`src/rtl/digit_fifo_ctrl_pkg.sv`:
```
// Shared widths and output-stage operation encoding for the digit FIFO controller.
// DIGIT_W / RAM_AW match the defaults used by the digit RAM and the multiplier datapath.
package digit_fifo_ctrl_pkg;

  localparam int unsigned DIGIT_W       = 4;
  localparam int unsigned RAM_AW        = 7;
  localparam int unsigned AF_MARGIN_DEF = 4;

  // Per-cycle action on the head/skid stage: {load, pop}.
  typedef enum logic [1:0] {
    STG_HOLD = 2'b00,
    STG_POP  = 2'b01,
    STG_LOAD = 2'b10,
    STG_SWAP = 2'b11
  } stage_op_e;

  function automatic stage_op_e stage_op(input logic load, input logic pop);
    return stage_op_e'({load, pop});
  endfunction

endpackage

```
`src/rtl/digit_fifo_ctrl_skid_buf.sv`:
```
// Two-entry head/skid output stage. Absorbs the RAM read latency so the FIFO
// can deliver a digit every cycle; head is always the next digit to leave.
module digit_skid_buf
  import digit_fifo_ctrl_pkg::*;
#(
  parameter int unsigned DATA_WIDTH = DIGIT_W
) (
  input  logic                  clk,
  input  logic                  rst,
  input  logic                  flush,
  input  logic                  load,
  input  logic [DATA_WIDTH-1:0] load_data,
  input  logic                  pop,
  output logic [1:0]            stage_cnt,
  output logic                  out_valid,
  output logic [DATA_WIDTH-1:0] head
);

  logic [DATA_WIDTH-1:0] skid;
  stage_op_e             op;

  assign op        = stage_op(load, pop);
  assign out_valid = (stage_cnt != '0);

  always_ff @(posedge clk or posedge rst) begin
    if (rst) begin
      stage_cnt <= '0;
      head      <= '0;
      skid      <= '0;
    end else if (flush) begin
      stage_cnt <= '0;
      head      <= '0;
      skid      <= '0;
    end else begin
      case (op)
        STG_POP: begin
          if (stage_cnt == 2'd2) head <= skid;
          stage_cnt <= stage_cnt - 2'd1;
        end
        STG_LOAD: begin
          if (stage_cnt == 2'd0) head <= load_data;
          else                   skid <= load_data;
          stage_cnt <= stage_cnt + 2'd1;
        end
        STG_SWAP: begin
          // Count is unchanged: one digit leaves while the fetched one lands behind it.
          if (stage_cnt == 2'd2) begin
            head <= skid;
            skid <= load_data;
          end else begin
            head <= load_data;
          end
        end
        default: ;
      endcase
    end
  end

  ap_stage_bound: assert property (@(posedge clk) disable iff (rst)
    stage_cnt <= 2'd2);
  ap_load_room: assert property (@(posedge clk) disable iff (rst)
    (load && !pop) |-> (stage_cnt < 2'd2));
  ap_pop_valid: assert property (@(posedge clk) disable iff (rst)
    pop |-> out_valid);

endmodule

```
`src/rtl/digit_fifo_ctrl.sv`:
```
// Valid/ready digit FIFO controller wrapped around an external single-clock RAM
// with a registered read address; owns pointers, RAM occupancy and fetch scheduling.
module digit_fifo_ctrl
  import digit_fifo_ctrl_pkg::*;
#(
  parameter int unsigned DATA_WIDTH = DIGIT_W,
  parameter int unsigned ADDR_WIDTH = RAM_AW,
  parameter int unsigned AF_MARGIN  = AF_MARGIN_DEF
) (
  input  logic                  clk,
  input  logic                  rst,
  input  logic                  flush,
  input  logic                  in_valid,
  output logic                  in_ready,
  input  logic [DATA_WIDTH-1:0] in_digit,
  output logic                  out_valid,
  input  logic                  out_ready,
  output logic [DATA_WIDTH-1:0] out_digit,
  output logic [ADDR_WIDTH+1:0] level,
  output logic                  almost_full,
  output logic [DATA_WIDTH-1:0] ram_data,
  output logic [ADDR_WIDTH-1:0] ram_waddr,
  output logic [ADDR_WIDTH-1:0] ram_raddr,
  output logic                  ram_we,
  input  logic [DATA_WIDTH-1:0] ram_q
);

  localparam int unsigned         DEPTH    = 2 ** ADDR_WIDTH;
  localparam logic [ADDR_WIDTH:0] DEPTH_C  = (ADDR_WIDTH + 1)'(DEPTH);
  localparam logic [ADDR_WIDTH:0] AF_LEVEL = (ADDR_WIDTH + 1)'(DEPTH - AF_MARGIN);
  localparam logic [ADDR_WIDTH-1:0] PTR_ONE = ADDR_WIDTH'(1);

  logic [ADDR_WIDTH-1:0] wr_ptr;
  logic [ADDR_WIDTH-1:0] rd_ptr;
  logic [ADDR_WIDTH:0]   ram_count;
  logic [ADDR_WIDTH:0]   ram_count_nxt;
  logic                  fetch_pend;
  logic                  push;
  logic                  pop;
  logic                  fetch;
  logic [1:0]            stage_cnt;
  logic [2:0]            stage_fill;

  assign in_ready = ~rst & ~flush & (ram_count < DEPTH_C);
  assign push     = in_valid & in_ready;
  assign pop      = out_valid & out_ready;

  // Occupancy the stage will have next cycle if nothing new is fetched now.
  assign stage_fill = 3'(stage_cnt) + 3'(fetch_pend) - 3'(pop);
  assign fetch      = (ram_count != '0) & ~flush & (stage_fill < 3'd2);

  assign ram_we    = push;
  assign ram_waddr = wr_ptr;
  assign ram_data  = in_digit;
  assign ram_raddr = rd_ptr;

  assign level = (ADDR_WIDTH + 2)'(ram_count) + (ADDR_WIDTH + 2)'(fetch_pend)
               + (ADDR_WIDTH + 2)'(stage_cnt);

  always_comb begin
    ram_count_nxt = ram_count;
    if (push && !fetch)      ram_count_nxt = ram_count + 1'b1;
    else if (fetch && !push) ram_count_nxt = ram_count - 1'b1;
  end

  always_ff @(posedge clk or posedge rst) begin
    if (rst) begin
      wr_ptr      <= '0;
      rd_ptr      <= '0;
      ram_count   <= '0;
      fetch_pend  <= 1'b0;
      almost_full <= 1'b0;
    end else if (flush) begin
      wr_ptr      <= '0;
      rd_ptr      <= '0;
      ram_count   <= '0;
      fetch_pend  <= 1'b0;
      almost_full <= 1'b0;
    end else begin
      if (push)  wr_ptr <= wr_ptr + PTR_ONE;
      if (fetch) rd_ptr <= rd_ptr + PTR_ONE;
      ram_count   <= ram_count_nxt;
      fetch_pend  <= fetch;
      almost_full <= (ram_count_nxt >= AF_LEVEL);
    end
  end

  // ram_q belongs to the fetch issued last cycle; flush drops it via the stage's own clear.
  digit_skid_buf #(
    .DATA_WIDTH(DATA_WIDTH)
  ) u_skid (
    .clk       (clk),
    .rst       (rst),
    .flush     (flush),
    .load      (fetch_pend),
    .load_data (ram_q),
    .pop       (pop),
    .stage_cnt (stage_cnt),
    .out_valid (out_valid),
    .head      (out_digit)
  );

  ap_no_push_full: assert property (@(posedge clk) disable iff (rst)
    (ram_count == DEPTH_C) |-> !push);
  ap_no_fetch_empty: assert property (@(posedge clk) disable iff (rst)
    fetch |-> (ram_count != '0));
  ap_ptr_gap: assert property (@(posedge clk) disable iff (rst)
    (wr_ptr - rd_ptr) == ram_count[ADDR_WIDTH-1:0]);
  ap_count_bound: assert property (@(posedge clk) disable iff (rst)
    ram_count <= DEPTH_C);
  ap_level_bound: assert property (@(posedge clk) disable iff (rst)
    level <= (ADDR_WIDTH + 2)'(DEPTH + 2));

endmodule
```
`config.mk`:
```
export PLATFORM = sky130hd
export DESIGN_NAME = digit_fifo_ctrl
export DESIGN_NICKNAME = d
export VERILOG_FILES = /design/src/rtl/digit_fifo_ctrl_pkg.sv /design/src/rtl/digit_fifo_ctrl_skid_buf.sv /design/src/rtl/digit_fifo_ctrl.sv
export SDC_FILE = /design/constraint.sdc
export NUM_CORES = 1
export LEC_CHECK = 0
export CAP_MARGIN = 0
export CORE_ASPECT_RATIO = 1.2
export CORE_UTILIZATION = 41
export DETAILED_ROUTE_END_ITERATION = 12
export GPL_TIMING_DRIVEN = 0
export PLACE_DENSITY = 0.7
export SYNTH_ARGS = -nofsm -noshare
export SYNTH_HDL_FRONTEND = slang
export SYNTH_SLANG_ARGS = --single-unit
```
`constraint.sdc`:
```
create_clock -name clk -period 2.8 [get_ports clk]
set_input_delay 0.28 -clock clk [delete_from_list [all_inputs] [get_ports clk]]
set_output_delay 0.28 -clock clk [all_outputs]
set_load 0.005 [all_outputs]
```
==> run summary, run 1 <==
Status -> completed
GR Util met1 -> 23.15%
Synth area leader -> dfrtp_1
Syn. warnings -> 0
Synth cell types -> 41
Setup ws final -> 81.14 ps
Max-slew violations -> 0
Crit path time final -> 2719 ps
Starting Density -> 43.96%
Synthesized Nets -> 247
Seq pwr share -> 29.7%
Largest net degree at the start of global routing -> 35
P_sw -> 0.8317 mW
Detail Route Antenna Nets -> 0
Die ar. -> 5324 µm²
Peak supply drop -> 523.5 µV
CP required -> 2520 ps
CP Capture Type -> output pin
Initial antenna violation count -> 0
CTS buffer count -> 5
Via count -> 1,748
Vias per cell -> 5.111
Slew headroom -> 53.12%
GRT met3 Usage -> 3.000%
Pleak -> 1.262 nW
GR peak layer -> met2
FP Rows -> 27
Layout area overhead -> 35.27%
Min-delay worst type -> in2reg
TNS Setup -> 0 ps
Max Clock Skew -> 9.155 ps
Final wirelength -> 4530 µm
Final setup viols -> 0
Ys flop type -> dfrtp_1
GR Layer Usage met2 -> 32.02%
Hold buffer count at cts -> 0
Synth top cells by count -> 34 x dfrtp_1, 29 x nor2_1, 26 x nand2_1, 12 x xor2_1, 11 x inv_1
H-tree depth -> 2
Register area share after synthesis -> 41.21%
GRT Residual Overflow -> 0
Place WS -> -451.3 ps
Max-Cap Viols -> 0
Comb power frac -> 51.0%
GPL Wtd Cong -> 0.8299
Total track usage -> 18.77%
Detail Placement HPWL -> 3256 µm
Synth Register Bits -> 34
Worst-Skew Late Latency -> 290 ps
Worst-path clk slew -> 70 ps
Die width -> 66.78 µm
Area share of the largest cell type after synthesis -> 41.21%
Mapped cell area -> 2064 µm²
Vias in the first global route -> 1,649
Mean Syn Cell Area -> 9.175 µm²
First-pass GRT wire length -> 7500 µm
Die span in y -> 79.73 µm
Antenna Cells -> 0
Synth area leaders -> dfrtp_1 41%, nor2_1 5.3%, xor2_1 5.1%, nand2_1 4.7%, xnor2_1 4.2%
Period utilization -> 97.10%
Root Driver -> clkbuf_8
Port buffer count -> 42
Critical path fanouts, max -> 4
CP Launch Type -> register
Worst EP arrival -> 2440 ps
Share of cells above drive strength 1 -> 15.14%
1st-pass router iterations -> 5
# IOs -> 48
Least-Margin Pin Slew -> 702.2 ps
Core ar. -> 4696 µm²
CTS Sinks -> 34
Pwr dens -> 843.2 nW/µm²
EDFF count, synth -> 0
Clk pwr share -> 19.3%
Post-synth ARST share -> 100.0%
CTS max path bufs -> 2
Cell count after synthesis -> 225
Cell with the most instances after synthesis -> dfrtp_1
DRT iter0 DRCs -> 42
CTS tree -> built
Nets -> 306
Remaining DRCs -> 0
Power Internal -> 1.523 mW
WL per Instance -> 13.25 µm
Hold Vio Cnt, Final -> 0
CP Class -> reg2out
Fmax -> 367.8 MHz
Sw frac -> 35.32%
## metal layers
metal	share of wire (%)	wire, µm
met5	0	0
met1	44	1976
met4	1.0	47
met2	51	2299
met3	4.6	207
## what timing repair did
item	4_1_cts	5_1_grt
setup endpoints to repair	10	9
pin swaps	1	5
buffers inserted	1	9
resized for setup	7	12
## flip-flops by register name (all words and copies together), names as in the netlist
register	count
fetch_pend	1
ram_waddr	7
ram_raddr	7
u_skid.head	4
ram_count	8
almost_full	1
u_skid.skid	4
u_skid.stage_cnt	2
## final timing paths
kind | from | end | slack (ps) | cells past startpoint
setup / recovery | u_skid.stage_cnt[0] | level[2] | 80 | 9
hold / removal | flush | ram_count[5] | 340 | 2
setup reg to reg | u_skid.stage_cnt[0] | almost_full | 140 | 12
hold reg to reg | u_skid.skid[1] | u_skid.skid[1] | 520 | 2
max in group asynchronous | rst | almost_full | 1860 | 2
min in group asynchronous | rst | ram_waddr[0] | 490 | 2
## cells by family (layout without fill, tap and decap cells)
| family | Yosys count | after routing | synth area share, % |
|---|---|---|---|
| AND/OR/NAND/NOR | 94 | 94 | 21.70 |
| flip-flops | 34 | 34 | 41.21 |
| AO/OA/AOI/OAI | 29 | 29 | 9.636 |
| buffers and inverters | 28 | 87 | 7.091 |
| XOR/XNOR | 22 | 22 | 9.333 |
| adder cells (fa/ha/maj) | 10 | 10 | 7.091 |
| multiplexers | 8 | 8 | 3.939 |
## metrics by stage
stage / hold slack (ps) / cell area [µm²] / total power, mW / utilization (%) / std cells
after floorplan: 421.6 / 2066 / 1.404 / - / 225
after global placement: 505.2 / 2559 / 1.790 / 54.49 / 325
after detailed placement: 515.3 / 2559 / 1.813 / 54.49 / 325
after CTS: 310.3 / 2703 / 2.290 / 57.55 / 333
after global routing: 366.1 / 2793 / 2.526 / 59.47 / 342
final: 335.1 / 2793 / 2.355 / 59.47 / 342
## worst max-delay path, cell delays in order (launching register included)
cell	delay (ps)
dfrtp_1	400
inv_2	110
buf_4	130
fa_1	180
inv_1	60
fa_2	380
buf_4	150
buf_4	120
xor2_1	110
clkdlybuf4s50_1	510
## cell usage in the layout, fill, tap and decap left out, drive strengths merged, types with 2 or more instances in the layout
master	count
inv	11
a2111oi	2
clkbuf	12
clkdlybuf4s50	40
xor2	12
and3	2
nand2	26
nand2b	3
a31oi	2
or3	3
dfrtp	34
mux2i	7
nor2	29
fa	3
a21oi	5
nand3	9
nor2b	3
nand4	6
nor3	5
ha	6
buf	21
nor3b	2
o21ai	9
a311oi	4
xnor2	10
## power by group through the flow
stage          registers, mW  logic (mW)  clock network [mW]
2_1_floorplan          0.689       0.716                   0
3_3_place_gp           0.710        1.08                   0
3_5_place_dp           0.708        1.10                   0
4_1_cts                0.702        1.12               0.469
5_1_grt                0.715        1.33               0.478
6_report               0.699        1.20               0.455
## cell type report
cell class	count	area [µm²]
Multi-Input combinational cell	163	1105
Buffer	17	113.9
Clock inverter	1	30.03
Inverter	11	41.29
Tap cell	58	72.57
Sequential cell	34	850.8
Clock buffer	6	82.58
Fill cell	424	1903
Timing Repair Buffer	52	496.7
(Power assumes the default switching activity.)
==> run 2, diff against run 1 <==
- CTS_CLUSTER_DIAMETER: unset -> 30
- SETUP_SLACK_MARGIN: unset -> 0.2
==> run 2 against run 1 <==
  * Via count up 5.2%
  * Fmax up 3.5%
  * Wire length up 4.9%
  * Critical path depth up 4
  * Sequential share of layout area down 1.2 points
  * Worst hold slack worse by 16 ps
  * Power up 4.1%
  * Final cell count up 2.6%
  * Register-to-register slack better by 30 ps
  * First-iteration DRC count up 43%
  * Combinational power up 18%
  * Design area up 4.4%
  * Critical path type is now reg2reg
  * Critical endpoint is now almost_full
==> run summary, run 2 (synthesis results as in run 1) <==
Vias in the first global route -> 1,717 (was 1,649)
Status -> completed (unchanged)
DRT iter0 DRCs -> 60 (was 42)
Port buffer count -> 42 (unchanged)
Pwr Total -> 2.450 mW (was 2.355 mW)
Layout area overhead -> 41.21% (was 35.27%)
Pwr dens -> 840.5 nW/µm² (was 843.2 nW/µm²)
CTS Sinks -> 34 (unchanged)
Via count -> 1,839 (was 1,748)
R2R Path End -> almost_full (unchanged)
Detail Route Antenna Nets -> 0 (unchanged)
Fillers -> 426 (was 424)
# IOs -> 48 (unchanged)
Die ar. -> 5324 µm² (unchanged)
GPL Wtd Cong -> 0.7982 (was 0.8299)
Slew headroom -> 60.67% (was 53.12%)
Initial antenna violation count -> 0 (unchanged)
Flop2flop setup slack -> 170 ps (was 140 ps)
Detail Placement HPWL -> 3306 µm (was 3256 µm)
WL per Instance -> 13.54 µm (was 13.25 µm)
FF-to-FF path depth -> 13 (was 12)
Max-Cap Viols -> 0 (unchanged)
Fmax -> 380.8 MHz (was 367.8 MHz)
Worst EP arrival -> 2800 ps (was 2440 ps)
FP Rows -> 27 (unchanged)
FF/Latch Area -> 852.1 µm² (was 850.8 µm²)
CP Class -> reg2reg (was reg2out)
Max-slew violations -> 0 (unchanged)
Period utilization -> 93.79% (was 97.10%)
RSZ-0062 raised after global routing -> yes
Vias per cell -> 5.239 (was 5.111)
Min-delay worst type -> in2async (was in2reg)
Peak supply drop -> 431.4 µV (was 523.5 µV)
Crit path time final -> 2626 ps (was 2719 ps)
DP Area -> 2579 µm² (was 2559 µm²)
CTS buffer count -> 5 (unchanged)
Share of cells above drive strength 1 -> 20.14% (was 15.14%)
Hold Vio Cnt, Final -> 0 (unchanged)
Worst-path clk slew -> 60 ps (was 70 ps)
Post-route design area -> 2915 µm² (was 2793 µm²)
Least-Margin Pin Slew -> 590.0 ps (was 702.2 ps)
Remaining DRCs -> 0 (unchanged)
H-tree depth -> 2 (unchanged)
Die span in y -> 79.73 µm (unchanged)
Setup ws final -> 173.9 ps (was 81.14 ps)
GRT Residual Overflow -> 0 (unchanged)
Antenna Cells -> 0 (unchanged)
Pleak -> 1.306 nW (was 1.262 nW)
Nets -> 315 (was 306)
Root Driver -> clkbuf_8 (unchanged)
1st-pass router iterations -> 4 (was 5)
Largest register FFs -> 8 (unchanged)
Most frequent cells in the layout -> 39 x clkdlybuf4s50_1, 33 x dfrtp_1, 28 x nor2_1 (was 40 x clkdlybuf4s50_1, 34 x dfrtp_1, 29 x nor2_1)
CP Capture Type -> register (was output pin)
CTS tree -> built (unchanged)
Commonest non-fill, non-tap cell in the layout -> clkdlybuf4s50_1 (unchanged)
First-pass GRT wire length -> 7472 µm (was 7500 µm)
Max Clock Skew -> 3.026 ps (was 9.155 ps)
CP Launch Type -> register (unchanged)
Core ar. -> 4696 µm² (unchanged)
Multi-input logic area -> 1157 µm² (was 1105 µm²)
Worst-Skew Late Latency -> 280 ps (was 290 ps)
FF-to-FF Start -> u_skid.stage_cnt[0] (unchanged)
Largest reg by FF count -> ram_count (unchanged)
CP required -> 2970 ps (was 2520 ps)
Place WS -> -288.6 ps (was -451.3 ps)
Starting Density -> 43.96% (unchanged)
Final wirelength -> 4753 µm (was 4530 µm)
Die width -> 66.78 µm (unchanged)
CTS max path bufs -> 2 (unchanged)
Final setup viols -> 0 (unchanged)
Total track usage -> 18.69% (was 18.77%)
Largest net degree at the start of global routing -> 35 (unchanged)
Critical path fanouts, max -> 5 (was 4)
run 2: critical path, cell delays in order (launching register included):
cell and delay, ps:
dfrtp_1 390, inv_2 120, nand3_4 90, o21ai_2 80, nand2_1 90, fa_2 530
nor2b_4 160, o311a_1 200, buf_4 120, buf_6 100, a31oi_1 90, xor2_1 250
nor3_2 80, a31o_1 210
run 2: layout make-up:
cell class | count | share of cell area, %
Sequential cell | 34 | 29.23
Timing Repair Buffer | 61 | 20.39
Multi-Input combinational cell | 163 | 39.70
Inverter | 11 | 1.416
Clock buffer | 7 | 2.618
Buffer | 17 | 4.163
Tap cell | 58 | 2.489
run 2: stage by stage:
stage	setup TNS (ps)	util (%)	hold WS (ps)	std cells
floorplan	0	-	421.6	225
global placement	-1176	54.92	506.6	325
detailed placement	-1253	54.92	515.5	325
CTS	0	57.77	294.0	338
global route	0	62.08	333.4	351
finish	0	62.08	319.4	351
run 2: repair_timing:
action,in CTS,in global routing
resized for setup,11,22
hold buffers,0,0
pin swaps,3,8
setup buffers,6,11
setup endpoints to repair,14,12
gates cloned,0,1
run 2: worst max-delay path by stage:
stage / start / end / slack (ps) / depth (start not counted)
after global placement: out_ready / almost_full / -290 / 12
after detailed placement: out_ready / almost_full / -290 / 12
after CTS: u_skid.stage_cnt[1] / almost_full / 160 / 12
final: u_skid.stage_cnt[0] / almost_full / 170 / 13
after floorplan: u_skid.stage_cnt[1] / almost_full / 220 / 12
after global routing: u_skid.stage_cnt[0] / almost_full / 70 / 12
run 2: routing by layer:
layer	wire length [µm]	share of wire (%)	GRT usage [%]	vias to the layer above
li1	-	-	-	900
met1	2023	43	22.34	893
met3	171	3.6	4.000	8
met2	2454	52	31.11	38
met4	104	2.2	9.362	0
met5	0	0	0	-
run 2: where the power goes:
group | internal, mW | switching (mW) | total [mW]
clock network | 0.171 | 0.164 | 0.335
logic | 0.774 | 0.643 | 1.42
registers | 0.600 | 0.0984 | 0.698
total | 1.54 | 0.905 | 2.45
